### src/rtl/panel_pkg.sv
// Shared definitions for the front-panel key/encoder event controller.
package panel_pkg;

  localparam int NUM_KEYS = 12;
  localparam int NUM_ENC  = 2;

  // Key indices: navigation keys first, then the six soft keys ST0..ST5.
  localparam int KEY_UP  = 0;
  localparam int KEY_DN  = 1;
  localparam int KEY_LFT = 2;
  localparam int KEY_RHT = 3;
  localparam int KEY_ENT = 4;
  localparam int KEY_ESC = 5;
  localparam int KEY_ST0 = 6;
  localparam int KEY_ST1 = 7;
  localparam int KEY_ST2 = 8;
  localparam int KEY_ST3 = 9;
  localparam int KEY_ST4 = 10;
  localparam int KEY_ST5 = 11;

  // Event word layout: {press, 3'b000, idx[3:0]}.
  localparam int EVT_W         = 8;
  localparam int EVT_PRESS_BIT = 7;
  localparam int EVT_IDX_LSB   = 0;
  localparam int EVT_IDX_W     = 4;

  // Builds one queue entry from the new key level and the key index.
  function automatic logic [EVT_W-1:0] mk_evt(input logic press,
                                              input logic [EVT_IDX_W-1:0] idx);
    logic [EVT_W-1:0] e;
    e = '0;
    e[EVT_PRESS_BIT] = press;
    e[EVT_IDX_LSB +: EVT_IDX_W] = idx;
    return e;
  endfunction

endpackage

### src/rtl/panel_evt_fifo.sv
// First-word-fall-through event queue; flags a push that had to be dropped.
module panel_evt_fifo #(
  parameter int DATA_W = 8,
  parameter int DEPTH  = 8
) (
  input  logic              clk_i,
  input  logic              rst_ni,
  input  logic              push_i,
  input  logic [DATA_W-1:0] data_i,
  input  logic              pop_i,
  output logic              valid_o,
  output logic [DATA_W-1:0] data_o,
  output logic              ovf_o
);

  localparam int AW = $clog2(DEPTH);

  logic [DATA_W-1:0] mem_q [DEPTH];
  logic [AW-1:0]     wr_ptr_q;
  logic [AW-1:0]     rd_ptr_q;
  logic [AW:0]       cnt_q;
  logic              empty;
  logic              full;
  logic              do_pop;
  logic              do_push;

  // A pop frees a slot in the same cycle, so a full queue may still accept a push.
  always_comb begin
    empty   = (cnt_q == '0);
    full    = (cnt_q == (AW+1)'(DEPTH));
    do_pop  = pop_i && !empty;
    do_push = push_i && (!full || do_pop);
    ovf_o   = push_i && full && !do_pop;
    valid_o = !empty;
    data_o  = empty ? '0 : mem_q[rd_ptr_q];
  end

  // Storage and pointers; depth is a power of two so pointers wrap naturally.
  always_ff @(posedge clk_i or negedge rst_ni) begin
    if (!rst_ni) begin
      for (int i = 0; i < DEPTH; i++) mem_q[i] <= '0;
      wr_ptr_q <= '0;
      rd_ptr_q <= '0;
      cnt_q    <= '0;
    end else begin
      if (do_push) begin
        mem_q[wr_ptr_q] <= data_i;
        wr_ptr_q        <= wr_ptr_q + 1'b1;
      end
      if (do_pop) rd_ptr_q <= rd_ptr_q + 1'b1;
      if (do_push && !do_pop)      cnt_q <= cnt_q + 1'b1;
      else if (do_pop && !do_push) cnt_q <= cnt_q - 1'b1;
    end
  end

endmodule

### src/rtl/panel_event_ctrl.sv
// Front-panel controller: key debounce with event queue, two x4 quadrature encoders.
module panel_event_ctrl
  import panel_pkg::*;
#(
  parameter int TICK_DIV    = 1000,
  parameter int DEB_SAMPLES = 4,
  parameter int FIFO_DEPTH  = 8
) (
  input  logic                PLD_MCLK,
  input  logic                EPL_RESETN,
  input  logic [NUM_KEYS-1:0] key_i,
  input  logic [1:0]          enc_a_i,
  input  logic [1:0]          enc_b_i,
  input  logic                evt_rd_i,
  input  logic                clr_err_i,
  output logic [NUM_KEYS-1:0] key_state_o,
  output logic [7:0]          enc_pos0_o,
  output logic [7:0]          enc_pos1_o,
  output logic                evt_valid_o,
  output logic [EVT_W-1:0]    evt_data_o,
  output logic                evt_ovf_o,
  output logic [1:0]          enc_err_o
);

  // Gray phase index along the A-leads-B sequence 00 -> 10 -> 11 -> 01.
  function automatic logic [1:0] quad_idx(input logic a, input logic b);
    return {b, a ^ b};
  endfunction

  logic [NUM_KEYS-1:0]  key_sync_p0, key_sync_p1;
  logic [NUM_ENC-1:0]   enc_a_p0, enc_a_p1, enc_b_p0, enc_b_p1;
  logic [15:0]          div_cnt_q;
  logic                 tick_q;
  logic [3:0]           deb_cnt_q [NUM_KEYS];
  logic [3:0]           deb_cnt_d [NUM_KEYS];
  logic [NUM_KEYS-1:0]  key_state_q, key_state_d, key_chg;
  logic [NUM_KEYS-1:0]  pend_q, pend_d, pend_clr;
  logic [EVT_IDX_W-1:0] evt_idx;
  logic                 evt_push;
  logic [EVT_W-1:0]     evt_push_data;
  logic                 fifo_ovf;
  logic                 ovf_q;
  logic [1:0]           enc_prev_q [NUM_ENC];
  logic [1:0]           enc_warm_q;
  logic signed [7:0]    enc_pos_q [NUM_ENC];
  logic signed [7:0]    enc_pos_d [NUM_ENC];
  logic [NUM_ENC-1:0]   enc_err_q, enc_err_set;
  logic [1:0]           enc_diff;

  // Two-flop synchronizers; idle levels are key released, encoder lines low.
  always_ff @(posedge PLD_MCLK or negedge EPL_RESETN) begin
    if (!EPL_RESETN) begin
      key_sync_p0 <= '1;
      key_sync_p1 <= '1;
      enc_a_p0    <= '0;
      enc_a_p1    <= '0;
      enc_b_p0    <= '0;
      enc_b_p1    <= '0;
    end else begin
      key_sync_p0 <= key_i;
      key_sync_p1 <= key_sync_p0;
      enc_a_p0    <= enc_a_i;
      enc_a_p1    <= enc_a_p0;
      enc_b_p0    <= enc_b_i;
      enc_b_p1    <= enc_b_p0;
    end
  end

  // Debounce: a key level flips after DEB_SAMPLES consecutive differing tick samples.
  always_comb begin
    key_state_d = key_state_q;
    key_chg     = '0;
    for (int k = 0; k < NUM_KEYS; k++) begin
      deb_cnt_d[k] = deb_cnt_q[k];
      if (tick_q) begin
        if (!key_sync_p1[k] == key_state_q[k]) begin
          deb_cnt_d[k] = '0;
        end else if (deb_cnt_q[k] == 4'(DEB_SAMPLES - 1)) begin
          deb_cnt_d[k]   = '0;
          key_state_d[k] = ~key_state_q[k];
          key_chg[k]     = 1'b1;
        end else begin
          deb_cnt_d[k] = deb_cnt_q[k] + 4'd1;
        end
      end
    end
  end

  // Serialize pending changes into the queue, lowest key index first.
  always_comb begin
    evt_push = |pend_q;
    evt_idx  = '0;
    for (int k = NUM_KEYS - 1; k >= 0; k--) begin
      if (pend_q[k]) evt_idx = EVT_IDX_W'(k);
    end
    pend_clr      = pend_q & (~pend_q + 1'b1);
    pend_d        = (pend_q & ~pend_clr) | key_chg;
    evt_push_data = mk_evt(key_state_q[evt_idx], evt_idx);
  end

  // x4 decode; a double-line change is illegal and leaves the count alone.
  always_comb begin
    enc_diff = '0;
    for (int e = 0; e < NUM_ENC; e++) begin
      enc_pos_d[e]   = enc_pos_q[e];
      enc_err_set[e] = 1'b0;
      enc_diff = quad_idx(enc_a_p1[e], enc_b_p1[e]) -
                 quad_idx(enc_prev_q[e][1], enc_prev_q[e][0]);
      if (enc_warm_q == 2'd3) begin
        case (enc_diff)
          2'd1:    enc_pos_d[e]   = enc_pos_q[e] + 8'sd1;
          2'd3:    enc_pos_d[e]   = enc_pos_q[e] - 8'sd1;
          2'd2:    enc_err_set[e] = 1'b1;
          default: enc_pos_d[e]   = enc_pos_q[e];
        endcase
      end
    end
  end

  // Prescaler, debounce, pending, encoder state and sticky error flags.
  always_ff @(posedge PLD_MCLK or negedge EPL_RESETN) begin
    if (!EPL_RESETN) begin
      div_cnt_q   <= '0;
      tick_q      <= 1'b0;
      for (int k = 0; k < NUM_KEYS; k++) deb_cnt_q[k] <= '0;
      key_state_q <= '0;
      pend_q      <= '0;
      ovf_q       <= 1'b0;
      enc_warm_q  <= '0;
      for (int e = 0; e < NUM_ENC; e++) begin
        enc_prev_q[e] <= '0;
        enc_pos_q[e]  <= '0;
      end
      enc_err_q   <= '0;
    end else begin
      if (div_cnt_q == 16'(TICK_DIV - 1)) begin
        div_cnt_q <= '0;
        tick_q    <= 1'b1;
      end else begin
        div_cnt_q <= div_cnt_q + 16'd1;
        tick_q    <= 1'b0;
      end
      for (int k = 0; k < NUM_KEYS; k++) deb_cnt_q[k] <= deb_cnt_d[k];
      key_state_q <= key_state_d;
      pend_q      <= pend_d;
      ovf_q       <= (clr_err_i ? 1'b0 : ovf_q) | fifo_ovf;
      // Reference is latched once the synchronizers hold real input samples.
      if (enc_warm_q != 2'd3) enc_warm_q <= enc_warm_q + 2'd1;
      for (int e = 0; e < NUM_ENC; e++) begin
        enc_prev_q[e] <= {enc_a_p1[e], enc_b_p1[e]};
        enc_pos_q[e]  <= enc_pos_d[e];
      end
      enc_err_q   <= (clr_err_i ? '0 : enc_err_q) | enc_err_set;
    end
  end

  panel_evt_fifo #(
    .DATA_W (EVT_W),
    .DEPTH  (FIFO_DEPTH)
  ) u_evt_fifo (
    .clk_i   (PLD_MCLK),
    .rst_ni  (EPL_RESETN),
    .push_i  (evt_push),
    .data_i  (evt_push_data),
    .pop_i   (evt_rd_i),
    .valid_o (evt_valid_o),
    .data_o  (evt_data_o),
    .ovf_o   (fifo_ovf)
  );

  assign key_state_o = key_state_q;
  assign enc_pos0_o  = enc_pos_q[0];
  assign enc_pos1_o  = enc_pos_q[1];
  assign evt_ovf_o   = ovf_q;
  assign enc_err_o   = enc_err_q;

endmodule
### config.mk
export PLATFORM = sky130hd
export DESIGN_NAME = panel_event_ctrl
export DESIGN_NICKNAME = d
export VERILOG_FILES = /design/src/rtl/panel_pkg.sv /design/src/rtl/panel_evt_fifo.sv /design/src/rtl/panel_event_ctrl.sv
export SDC_FILE = /design/constraint.sdc
export NUM_CORES = 1
export LEC_CHECK = 0
export ABC_AREA = 1
export CAP_MARGIN = 20
export CORE_UTILIZATION = 55
export DETAILED_ROUTE_END_ITERATION = 8
export DONT_BUFFER_PORTS = 1
export HOLD_SLACK_MARGIN = 0.02
export PLACE_DENSITY = 0.7
export REMOVE_ABC_BUFFERS = 1
export SYNTH_ARGS = -nofsm -noshare
export SYNTH_HDL_FRONTEND = slang
export SYNTH_SLANG_ARGS = --single-unit
### constraint.sdc
create_clock -name PLD_MCLK -period 7.6 [get_ports PLD_MCLK]
set_clock_uncertainty 0.05 [all_clocks]
set_input_delay 0.38 -clock PLD_MCLK [delete_from_list [all_inputs] [get_ports PLD_MCLK]]
set_output_delay 0.38 -clock PLD_MCLK [all_outputs]
set_load 0.01 [all_outputs]
# [Word level (Yosys, flattened, before mapping)]
# Cells that the tools add are included.
[totals] out_inout_bits=40 register_bits=220 word_cells=287 input_bits=20
[op_classes] reduce_logical=43 n_eq_ne=34 magnitude_cmp=4 addsub=25 n_mux=93 n_bitwise=37
[ops] operator="$mux 4" count=38
[ops] operator="$bwmux 64" count=1
[ops] operator="$add 4x1->4 const B" count=13
[ops] operator="$eq 4x2->1 const B" count=12
[ops] operator="$mux 1" count=43
[ops] operator="$reduce_and 3->1" count=12
[ops] operator="$mux 8" count=4
[ops] operator="$pmux 8 s2" count=2
[ops] operator="$and 12x12->12" count=2
[ops] operator="$bmux 8 s3" count=1
[ops] operator="$demux 8 s3" count=1
[ops] operator="$not 1->1" count=24
[ops] operator="$not 12->12" count=2
[ops] operator="$add 16x1->16 const B" count=1
[ops] operator="$add 8x2->8 const B" count=2
[ops] operator="$eq 16x10->1 const B" count=1
[ops] operator="$logic_not 1->1" count=16
[ops] operator="$mux 16" count=1
[ops] operator="$sub 8x2->8 const B" count=2
[ops] operator="$add 12x1->12 const B" count=1
[ops] operator="$eq 1x1->1" count=12
[ops] operator="$or 12x12->12" count=1
[ops] operator="$reduce_or 12->1" count=1
[ops] operator="$eq 2x2->1 const B" count=5
[ops] operator="21 further kinds" count=38

# [Longest topological paths before layout]
# Gate-level depths: netlist of run 1.
[depth] depth_word=15 depth_mapped=20 depth_no_buf=20

# [Hierarchy]
# Synthesis of run 1 repeated with hierarchy kept, for this count alone.
[unflattened] hier_cells=1197 hier_area_um2=10606.4
[by_module_without_submodules] module="panel_event_ctrl" n_inst=1 cells_each=688 area_each_um2=6730.2 seq_area_each_um2=3683.5
[by_module_without_submodules] module="panel_evt_fifo" n_inst=1 cells_each=509 area_each_um2=3876.2 seq_area_each_um2=1851.8

# [Worst setup path after synthesis of run 1]
# OpenSTA, ideal clock, no wires.
[synth_path] path_type="register -> register" startpoint="register enc_b_p1[0]" endpoint="register enc_pos_q, in the netlist enc_pos0_o[7]" t_required_ps=7426 stages_incl_launch_ff=18 setup_time_ps=124 synth_period_minus_slack_ps=2910 t_arrival_ps=2736 setup_slack_ps=4690 n_path_buf=0 cell_sequence="dfrtp_1 -> xnor2_1 -> ha_1 -> xor2_1 -> xor2_1 -> nor2_1 -> ha_1 -> a21oi_1 -> nand2_1 -> nand2_1 -> nand2_1 -> a21oi_1 -> inv_1 -> a21oi_1 -> o21bai_1 -> a21oi_1 -> o21ai_0 -> xnor2_1"
[synth_between] elab_chain_len=5 elab_cells_between_ends=7 classes_between="add/sub (1); eq/ne (2); mux (1); bitwise (1); reduce/logical (2)"
[synth_rtl] item="start: declaration" line_no="panel_event_ctrl.sv:31" source="logic [NUM_ENC-1:0] enc_a_p0, enc_a_p1, enc_b_p0, enc_b_p1;"
[synth_rtl] item="start signal: assignment" line_no="panel_event_ctrl.sv:65" source="enc_b_p1 <= enc_b_p0;"
[synth_rtl] item="$xor 1x1->1" line_no="panel_event_ctrl.sv:27" source="return {b, a ^ b};"
[synth_rtl] item="$sub 2x2->2 (*)" line_no="panel_event_ctrl.sv:107" source="enc_diff = quad_idx(enc_a_p1[e], enc_b_p1[e]) -"
[synth_rtl] item="$eq 2x2->1 / $eq 2x1->1 (equally long branches)" line_no="panel_event_ctrl.sv:110" source="case (enc_diff)"
[synth_rtl] item="$reduce_bool 2->1 (no line)"
[synth_rtl] item="$reduce_and 2->1 (no line)"
[synth_rtl] item="end signal: indexed assignment" line_no="panel_event_ctrl.sv:151" source="enc_pos_q[e] <= enc_pos_d[e];"
[synth_rtl] item="end: declaration" line_no="panel_event_ctrl.sv:45" source="logic signed [7:0] enc_pos_q [NUM_ENC];"
# Every way passes the cells marked *; elsewhere a longest branch is shown, timed or not.
# A chain may end at the register's enable or synchronous reset.

# [Final worst setup path of run 1]
# Ends and elaborated chain as after synthesis.

==> results.ini, run 1 <==
[power]
p_seq_share_pct=48.4
leakagePower_nw=4.74
pwr_density_cell_nw_per_um2=255
ir_drop_mv=0.165
clock_power_share_pct=31.7
combPwrFrac_pct=19.9
p_int_mw=1.75
power.switching_mw=0.814
p_sw_share_pct=31.7

[routing]
vias=6374
postRouteAntennaNets=0
route.detailed.drc=0
drt_iter0_drc=350
via_per_inst=5.17
wl_mm=16.6
first_pass_iters=6
wl_per_cell_um=13.5

[finish]
fin_nets=1061
area_growth_pct=10.1
final_util_pct=62.7
drive_gt1_share_pct=7.56
final_cells=1234
multi_input_area_um2=3620
nFillCells=1308
antenna_cells=0
ff_latch_area_um2=4940
fin_area_um2=10100

[sta]
slew_headroom_pct=37.5
finalCritPeriodShare_pct=43.3
fmax_ghz=0.304
rsz0062_at_grt=no
setup_tns_ns=0
worst_pin_slew_ns=0.938
setup_violations=0
period_needed_ns=3.29
maxSlewViolCount=0
hold_violations=0

[critical_path]
worstSetupPathType=reg2reg
ff2ff_path_depth=17
crit_arrival_ns=3.56
r2r_end=enc_pos0_o[7]$_DFFE_PN0P_
worstSetupEndpointType=flip-flop
cp_max_fo=8
cp.required_ns=7.87
r2r_setup_slack_ns=4.31
r2r_start=enc_b_p1[0]$_DFF_PN0_
start_kind=flip-flop

[clock_tree]
numCtsBuffers=17
post_cts_buffers=0
cts_root_buffer=clkbuf_16
clk-insertion-delay-late_ns=0.44
cts_tree=built
clk_path_buf_depth=2
cts.htree.levels=4
cts.sinks=196
path_clk_slew_ns=0.07

[worst_hold_path]
holdPathEnd=u_evt_fifo.rd_ptr_q[2]$_DFFE_PN0P_
worstHoldPathCells=2
hp-class=in2reg
min_from=evt_rd_i

[yosys]
synth_top_area_cell=dfrtp_1
synthCells=985
yosys_warnings=0
synth.area.top_cells=dfrtp_1 (47%), nand2_1 (7.4%), dfstp_2 (6.9%)
seq_area_frac_synth_pct=54.0
async_reset_ff_share_pct=100
yosysTopAreaCellShare_pct=47.1
synth_common_cells=nand2_1 (180), dfrtp_1 (172), inv_1 (128), o21ai_0 (94), nor2_1 (72)
synth_edf_count=0
ys_ff_latch=196
netlist_area_um2=9150
ys.flop_type=dfrtp_1
yosysMostFrequentCell=nand2_1
synth.distinct_cells=41
syn_area_per_cell_um2=9.28

[floorplanning]
num_rows=46
fp.dieW_um=131
ios=60
core_area_um2=16100
die_area_um2=17100
die_y_um=131
start_util_pct=57.0

[global_route]
grt_use_total_pct=21.6
antenna_found_initial=0
grt_pass1_wl_mm=28.6
grt_overflow=0
grt_max_degree=197
grt_pass1_vias=6181

[run]
cap_violations=0

[place]
placed_cell_area_um2=9330
hpwlAfterDp_mm=11.2
numPortBuffers=0
gp_congestion=0.810
dp.cells=1183

[run_status]
status=finished clean

registers in the layout (all words and copies together) (netlist names), 2 cells and up:
name / cells
enc_b_p0: 2
key_sync_p1: 12
u_evt_fifo.mem_q: 40
pend_q: 12
enc_prev_q: 4
enc_warm_q: 2
div_cnt_q: 16
enc_pos1_o: 8
enc_err_o: 2
enc_a_p0: 2
u_evt_fifo.rd_ptr_q: 3
key_sync_p0: 12
enc_b_p1: 2
key_state_o: 12
enc_pos0_o: 8
deb_cnt_q: 48
enc_a_p1: 2
u_evt_fifo.cnt_q: 4
u_evt_fifo.wr_ptr_q: 3
critical path, cell delays in order (launching register included):
cell and delay, ns:
dfrtp_1 0.40, xnor2_1 0.14, ha_1 0.21, xor2_1 0.15
xor2_1 0.15, nor2_1 0.43, ha_1 0.38, a21oi_1 0.15
nand2_1 0.07, nand2_1 0.08, nand2_1 0.05, a21oi_1 0.20
inv_1 0.06, a21oi_1 0.12, o21bai_1 0.09, a21oi_1 0.15
o21ai_0 0.12, xnor2_1 0.15
how the worst max path moves through the flow:
stage | startpoint | endpoint | slack (ns) | cells past startpoint
2_1_floorplan | enc_b_p1[0]$_DFF_PN0_ | enc_pos0_o[7]$_DFFE_PN0P_ | 4.69 | 17
3_3_place_gp | enc_b_p1[0]$_DFF_PN0_ | enc_pos0_o[7]$_DFFE_PN0P_ | 4.47 | 17
4_1_cts | enc_b_p1[0]$_DFF_PN0_ | enc_pos0_o[7]$_DFFE_PN0P_ | 4.30 | 17
3_5_place_dp | enc_b_p1[0]$_DFF_PN0_ | enc_pos0_o[7]$_DFFE_PN0P_ | 4.31 | 17
5_1_grt | enc_b_p1[0]$_DFF_PN0_ | enc_pos0_o[7]$_DFFE_PN0P_ | 3.94 | 17
6_report | enc_b_p1[0]$_DFF_PN0_ | enc_pos0_o[7]$_DFFE_PN0P_ | 4.31 | 17
repair_timing:
item                       CTS  global route
hold endpoints to repair   215             0
setup endpoints to repair    0             0
resized for setup            0             0
hold buffers                19             0
per-layer routing:
metal / GRT usage [%] / share of wire (%) / vias to the layer above
li1: - / - / 3226
met1: 28.5 / 47 / 3027
met2: 35.2 / 47 / 107
met3: 4.93 / 4.5 / 14
met4: 7.23 / 1.4 / 0
met5: 0 / 0 / -
cell families (layout without fill, tap and decap cells):
logic type / Yosys count / after routing / share of synthesized area (%)
AND/OR/NAND/NOR: 358 / 358 / 17.2
flip-flops: 196 / 196 / 54.0
AO/OA/AOI/OAI: 163 / 163 / 9.65
buffers and inverters: 153 / 184 / 6.49
XOR/XNOR: 77 / 77 / 7.37
adder cells (fa/ha/maj): 36 / 36 / 5.17
other: 1 / 3 / 0.0410
multiplexers: 1 / 1 / 0.123
area by class of cell:
class	count	area share, %
inverters	132	4.92
clock inverters	12	0.832
clock buffers	20	4.43
well taps	216	2.68
repair buffers	20	2.14
multi-input cells	638	36.0
flip-flops and latches	196	49.0
stage by stage:
step / hold slack, ns / setup WS, ns / power, mW
final: 0.0772 / 4.31 / 2.56
after global routing: 0.0797 / 3.94 / 2.72
after CTS: 0.0650 / 4.30 / 2.59
after detailed placement: 0.0389 / 4.31 / 1.74
after global placement: 0.0389 / 4.47 / 1.72
after floorplan: 0.0344 / 4.69 / 1.62
power groups by stage:
stage / Combinational, mW / Sequential (mW) / Clock, mW
after floorplan: 0.391 / 1.23 / 0
after global placement: 0.463 / 1.26 / 0
after detailed placement: 0.480 / 1.26 / 0
after CTS: 0.512 / 1.24 / 0.833
after global routing: 0.591 / 1.26 / 0.874
final: 0.510 / 1.24 / 0.812
placed cells by master, fill, tap and decap left out, types with 2 or more instances in the layout:
cell type	Yosys	routed
nand3b_1	10	10
nand2_4	3	3
ha_1	33	33
xnor2_1	34	34
clkinvlp_4	0	5
o21ai_0	94	94
nand2_1	180	180
o21ai_1	4	4
dlygate4sd3_1	0	18
xor2_1	43	43
a31oi_1	5	5
nor3_1	5	5
clkbuf_1	16	2
o22ai_1	31	31
a21oi_1	22	22
inv_1	128	128
conb_1	1	3
nand3_1	68	68
dfrtp_1	172	171
nor2_1	72	72
nand4_1	5	5
a21o_1	2	2
fa_1	3	3
nor2_2	2	2
clkbuf_16	0	17
nor4_1	3	3
inv_2	3	3
nand3_2	3	3
clkinv_4	0	2
nand2_2	2	2
o21bai_1	2	2
dfstp_2	24	24
clkinv_2	0	4
Power figures use the tool's default switching activity.
==> inputs of run 2 (changes only) <==
Settings changed: ABC_AREA 1 to 0.
Clock period 7.6 ns to 3.25 ns, I/O delays scaled along.
==> results.ini, run 2 <==
[routing]
wl_met2_mm=8.47
drt_iter0_drc=353
drt-met1-wl_mm=7.56
first_pass_iters=5
wl_mm=17.0
vias=5861
met3_length_um=738
route.detailed.drc=0
top_layer=met4
wl_per_cell_um=16.6
postRouteAntennaNets=0
via_per_inst=5.71

[power]
leakagePower_nw=4.67
pwr_density_cell_nw_per_um2=594
power_mw=5.99
ir_drop_mv=0.350

[place]
numPortBuffers=0
dp.cells=976
pre_cts_slack_ns=0.116
gp_congestion=0.796
hpwlAfterDp_mm=11.5

[critical_path]
r2r_start=enc_b_p1[0]$_DFF_PN0_
r2r_end=enc_pos0_o[7]$_DFFE_PN0P_
worstSetupEndpointType=flip-flop
ff2ff_path_depth=14
r2r_setup_slack_ns=0.20
critPathBufInv=1
cp_cell_sequence=xnor2_2 > ha_1 > xor2_2 > xnor2_1 > or2_2 > inv_1 > ha_1 > a21o_1 > a21oi_2 > o21ai_0 > o41ai_2 > xnor2_1 > nor2_1 > xor2_1
cp_max_fo=3
worstSetupPathType=reg2reg
crit_arrival_ns=3.31
cpPeakStageDelay_ns=0.44
crit_path_top_delay_cell=dfrtp_2
critPathTopFamily=compound AO/OA/AOI/OAI gates
start_kind=flip-flop
cp.required_ns=3.51

[finish]
largest_register=deb_cnt_q
fin_nets=854
area_growth_pct=11.6
drive_gt1_share_pct=15.4
final_cells=1027
final_common_cell=dfrtp_1
final_util_pct=63.2
mostFrequentLayoutCells=dfrtp_1 (171), nand2_1 (71), o21ai_0 (66)
nFillCells=1232
multi_input_area_um2=3940
reg_top3=deb_cnt_q x48, u_evt_fifo.mem_q x40, div_cnt_q x16
antenna_cells=0
ff_latch_area_um2=4940
largest_register_ffs=48

[floorplanning]
ios=60
core_area_um2=15900
start_util_pct=56.6
num_rows=46
fp.dieW_um=130
die_area_um2=16900
die_y_um=130

[yosys]
ys.flop_type=dfrtp_1
netlist_area_um2=9030
synthCells=769
ys_ff_latch=196
yosysTopAreaCellShare_pct=47.7
async_reset_ff_share_pct=100
seq_area_frac_synth_pct=54.6
synth.area.top_cells=dfrtp_1 (48%), dfstp_2 (7.0%), ha_1 (4.6%)
yosysMostFrequentCell=dfrtp_1
yosys_warnings=0
syn_area_per_cell_um2=11.7
synth_edf_count=0
synth_top_area_cell=dfrtp_1
synth_common_cells=dfrtp_1 (172), nand2_1 (71), o21ai_0 (67), nor2_1 (45), xnor2_1 (38)
synth.distinct_cells=59

[sta]
hold_violations=196
fmax_ghz=0.328
setup_tns_ns=0
finalCritPeriodShare_pct=93.8
slew_headroom_pct=50.7
worst_pin_slew_ns=0.740
maxSlewViolCount=0
period_needed_ns=3.05
rsz0062_at_grt=no
whs_ns=-0.627
setup_violations=0
setup_slack_ns=0.200

[clock_tree]
holdBufCountCts=18
path_clk_slew_ns=0.07
cts.sinks=196
clk-insertion-delay-late_ns=0.43
clk_path_buf_depth=2
numCtsBuffers=17
cts_tree=built
cts_root_buffer=clkbuf_16
cts.htree.levels=4

[global_route]
grt_overflow=0
grt_use_total_pct=21.4
grt_pass1_wl_mm=27.8
antenna_found_initial=0
grt_pass1_vias=5830
grt_max_degree=197

[run]
cap_violations=0

[run_status]
violations=hold timing
status=complete, but fails checks

[worst_hold_path]
hp-class=in2async

## run 2: final cells by class
type | count | share of cell area (%)
multi-input combinational | 529 | 39.1
timing repair buffer | 26 | 2.38
sequential | 196 | 49.0
inverter | 28 | 1.04
tap | 216 | 2.68
clock inverter | 13 | 1.50
clock buffer | 19 | 4.29
## run 2: cells by family after synthesis
kind of cell    after synthesis  share of synthesized area [%]
simple gates                217                           12.0
flops                       196                           54.6
compound gates              134                           9.59
xor+xnor                     71                           6.89
mux                          68                           9.46
buf+inv                      46                           2.15
fa+ha+maj                    36                           5.24
other cells                   1                         0.0415
## run 2: worst max path at each step
| stage | from | to | cells past startpoint |
|---|---|---|---|
| 2_1_floorplan | enc_b_p1[0]$_DFF_PN0_ | enc_pos0_o[7]$_DFFE_PN0P_ | 14 |
| 3_3_place_gp | enc_b_p1[0]$_DFF_PN0_ | enc_pos0_o[7]$_DFFE_PN0P_ | 14 |
| 3_5_place_dp | enc_b_p1[0]$_DFF_PN0_ | enc_pos0_o[6]$_DFFE_PN0P_ | 15 |
| 4_1_cts | enc_b_p1[0]$_DFF_PN0_ | enc_pos0_o[7]$_DFFE_PN0P_ | 14 |
| 5_1_grt | enc_b_p1[0]$_DFF_PN0_ | enc_pos0_o[6]$_DFFE_PN0P_ | 15 |
| 6_report | enc_b_p1[0]$_DFF_PN0_ | enc_pos0_o[7]$_DFFE_PN0P_ | 14 |
## run 2: stage by stage
step                      area, um^2  hold slack (ns)
after floorplan                 8950           -0.183
after global placement          9270           -0.179
after detailed placement        9270           -0.180
after CTS                      10000           -0.645
after global routing           10100           -0.656
final                          10100           -0.627
## run 2: per-layer routing
layer / global-route usage (%) / vias to the layer above
met2: 35.9 / 144
met5: 0 / -
met3: 4.92 / 28
li1: - / 2779
met1: 27.2 / 2910
met4: 7.59 / 0
## run 2: what timing repair did
action	4_1_cts	5_1_grt
setup endpoints to repair	0	3
resized for setup	0	8
buffers inserted	0	1
endpoints found under the hold margin	218	196
## run 2: power by group
part	switching (mW)	total (mW)	internal (mW)
Combinational	0.462	0.965	0.503
Clock	0.934	2.08	1.15
Sequential	0.311	2.94	2.63
==> inputs of run 3 (changes only) <==
Clock period 3.25 ns to 3.2 ns, I/O delays scaled along.
==> results.ini, run 3 (same netlist as run 2, synthesis figures left out) <==
[run_status]
status=complete, but fails checks
violations=hold timing

[floorplanning]
core_area_um2=15900
num_rows=46
ios=60
fp.dieW_um=130
die_area_um2=16900
die_y_um=130
start_util_pct=56.6

[finish]
final_util_pct=63.4
area_growth_pct=11.9
reg_top3=deb_cnt_q x48, u_evt_fifo.mem_q x40, div_cnt_q x16
largest_register=deb_cnt_q
mostFrequentLayoutCells=dfrtp_1 (172), nand2_1 (71), o21ai_0 (66)
nFillCells=1243
largest_register_ffs=48
drive_gt1_share_pct=16.0
antenna_cells=0
fin_area_um2=10100
final_common_cell=dfrtp_1
fin_nets=858

[critical_path]
cpPeakStageDelay_ns=0.42
r2r_end=enc_pos0_o[6]$_DFFE_PN0P_
worstSetupEndpointType=flip-flop
cp.required_ns=3.44
critPathBufInv=2
ff2ff_path_depth=15
r2r_start=enc_prev_q[2]$_DFF_PN0_
startpoint=enc_prev_q[2]$_DFF_PN0_
worstSetupPathType=reg2reg
critPathCapture=enc_pos0_o[6]$_DFFE_PN0P_
cp.depth=15
critPathTopFamily=XOR/XNOR gates
start_kind=flip-flop
crit_path_top_delay_cell=dfrtp_1
cp_max_fo=4
cp_cell_sequence=xor2_1 > ha_2 > xor2_2 > xnor2_1 > or2_4 > inv_2 > buf_4 > ha_1 > nor2b_1 > o21ai_0 > nand2b_1 > a21o_1 > a21oi_2 > xor2_1 > o21ai_0
r2r_setup_slack_ns=0.21
crit_arrival_ns=3.23

[sta]
slew_headroom_pct=48.3
setup_violations=0
worst_pin_slew_ns=0.776
hold_violations=196
fmax_ghz=0.335
maxSlewViolCount=0
period_needed_ns=2.99
setup_tns_ns=0
finalCritPeriodShare_pct=93.4
setup_slack_ns=0.212
whs_ns=-0.630
rsz0062_at_grt=no

[run]
cap_violations=0

[global_route]
grt_use_total_pct=22.7
grt_max_degree=197
grt_overflow=0
grt_pass1_wl_mm=29.4
antenna_found_initial=0
grt_pass1_vias=6055

[clock_tree]
clk_path_buf_depth=2
path_clk_slew_ns=0.07
cts_root_buffer=clkbuf_16
cts.htree.levels=4
clk-insertion-delay-late_ns=0.43
cts_tree=built
cts.sinks=196
holdBufCountCts=19
numCtsBuffers=17

[routing]
postRouteAntennaNets=0
vias=5917
via_per_inst=5.74
first_pass_iters=4
drt_iter0_drc=306
wl_per_cell_um=17.0
route.detailed.drc=0
wl_mm=17.5

[power]
ir_drop_mv=0.408
pwr_density_cell_nw_per_um2=603
leakagePower_nw=4.69

[place]
gp_congestion=0.792
placed_cell_area_um2=9280
pre_cts_slack_ns=0.0264
numPortBuffers=0
hpwlAfterDp_mm=11.6

[worst_hold_path]
hp-class=in2async

==> run 3: through the flow <==
stage	instances	hold slack (ns)	power (mW)
floorplan	753	-0.186	3.72
global placement	977	-0.182	3.89
detailed placement	977	-0.182	3.96
CTS	1028	-0.650	6.12
global route	1031	-0.657	6.43
finish	1031	-0.630	6.10
==> run 3: how the worst min path moves through the flow <==
| stage | cells after the start | startpoint | to |
|---|---|---|---|
| 2_1_floorplan | 0 | EPL_RESETN | deb_cnt_q[0]$_DFFE_PN0P_ |
| 3_3_place_gp | 0 | EPL_RESETN | enc_pos1_o[4]$_DFFE_PN0P_ |
| 3_5_place_dp | 0 | EPL_RESETN | enc_pos1_o[4]$_DFFE_PN0P_ |
| 4_1_cts | 0 | EPL_RESETN | enc_pos0_o[3]$_DFFE_PN0P_ |
| 5_1_grt | 0 | EPL_RESETN | u_evt_fifo.wr_ptr_q[0]$_DFFE_PN0P_ |
| 6_report | 0 | EPL_RESETN | enc_pos1_o[4]$_DFFE_PN0P_ |
==> run 3: worst register-to-register path, delay by kind of cell, from the launching register on <==
family,cells,cell delay [ns]
XOR/XNOR,4,0.66
adder cells (fa/ha/maj),2,0.54
flip-flops,1,0.42
AO/OA/AOI/OAI,4,0.59
AND/OR/NAND/NOR,3,0.41
buffers and inverters,2,0.19
==> run 3: power breakdown <==
part           leakage (nW)  internal, mW  switching (mW)
Combinational          1.86         0.523           0.485
Clock                 0.276          1.12           0.987
Sequential             2.55          2.67           0.316
Total                  4.69          4.31            1.79
==> run 3: layout make-up <==
cell class / instances / area [um^2] / area share, %
Clock buffer: 18 / 439 / 4.35
Clock inverter: 14 / 143 / 1.41
Inverter: 28 / 105 / 1.04
Multi-Input combinational cell: 529 / 3940 / 39.0
Sequential cell: 196 / 4930 / 48.8
Tap cell: 216 / 270 / 2.67
Timing Repair Buffer: 30 / 273 / 2.70
==> run 3: what timing repair did <==
item                       4_1_cts  5_1_grt
gates resized for setup          1        8
pin swaps                        0        5
setup endpoints to repair        1        2
hold endpoints to repair       218      196
setup buffers                    0        3
==> run 3: metal layers <==
metal	routed length [um]	global-route usage [%]	up-vias
met5	0	0	-
met4	337	7.73	0
met3	625	5.45	24
met2	9030	40.2	119
met1	7500	27.0	2987
li1	-	-	2787
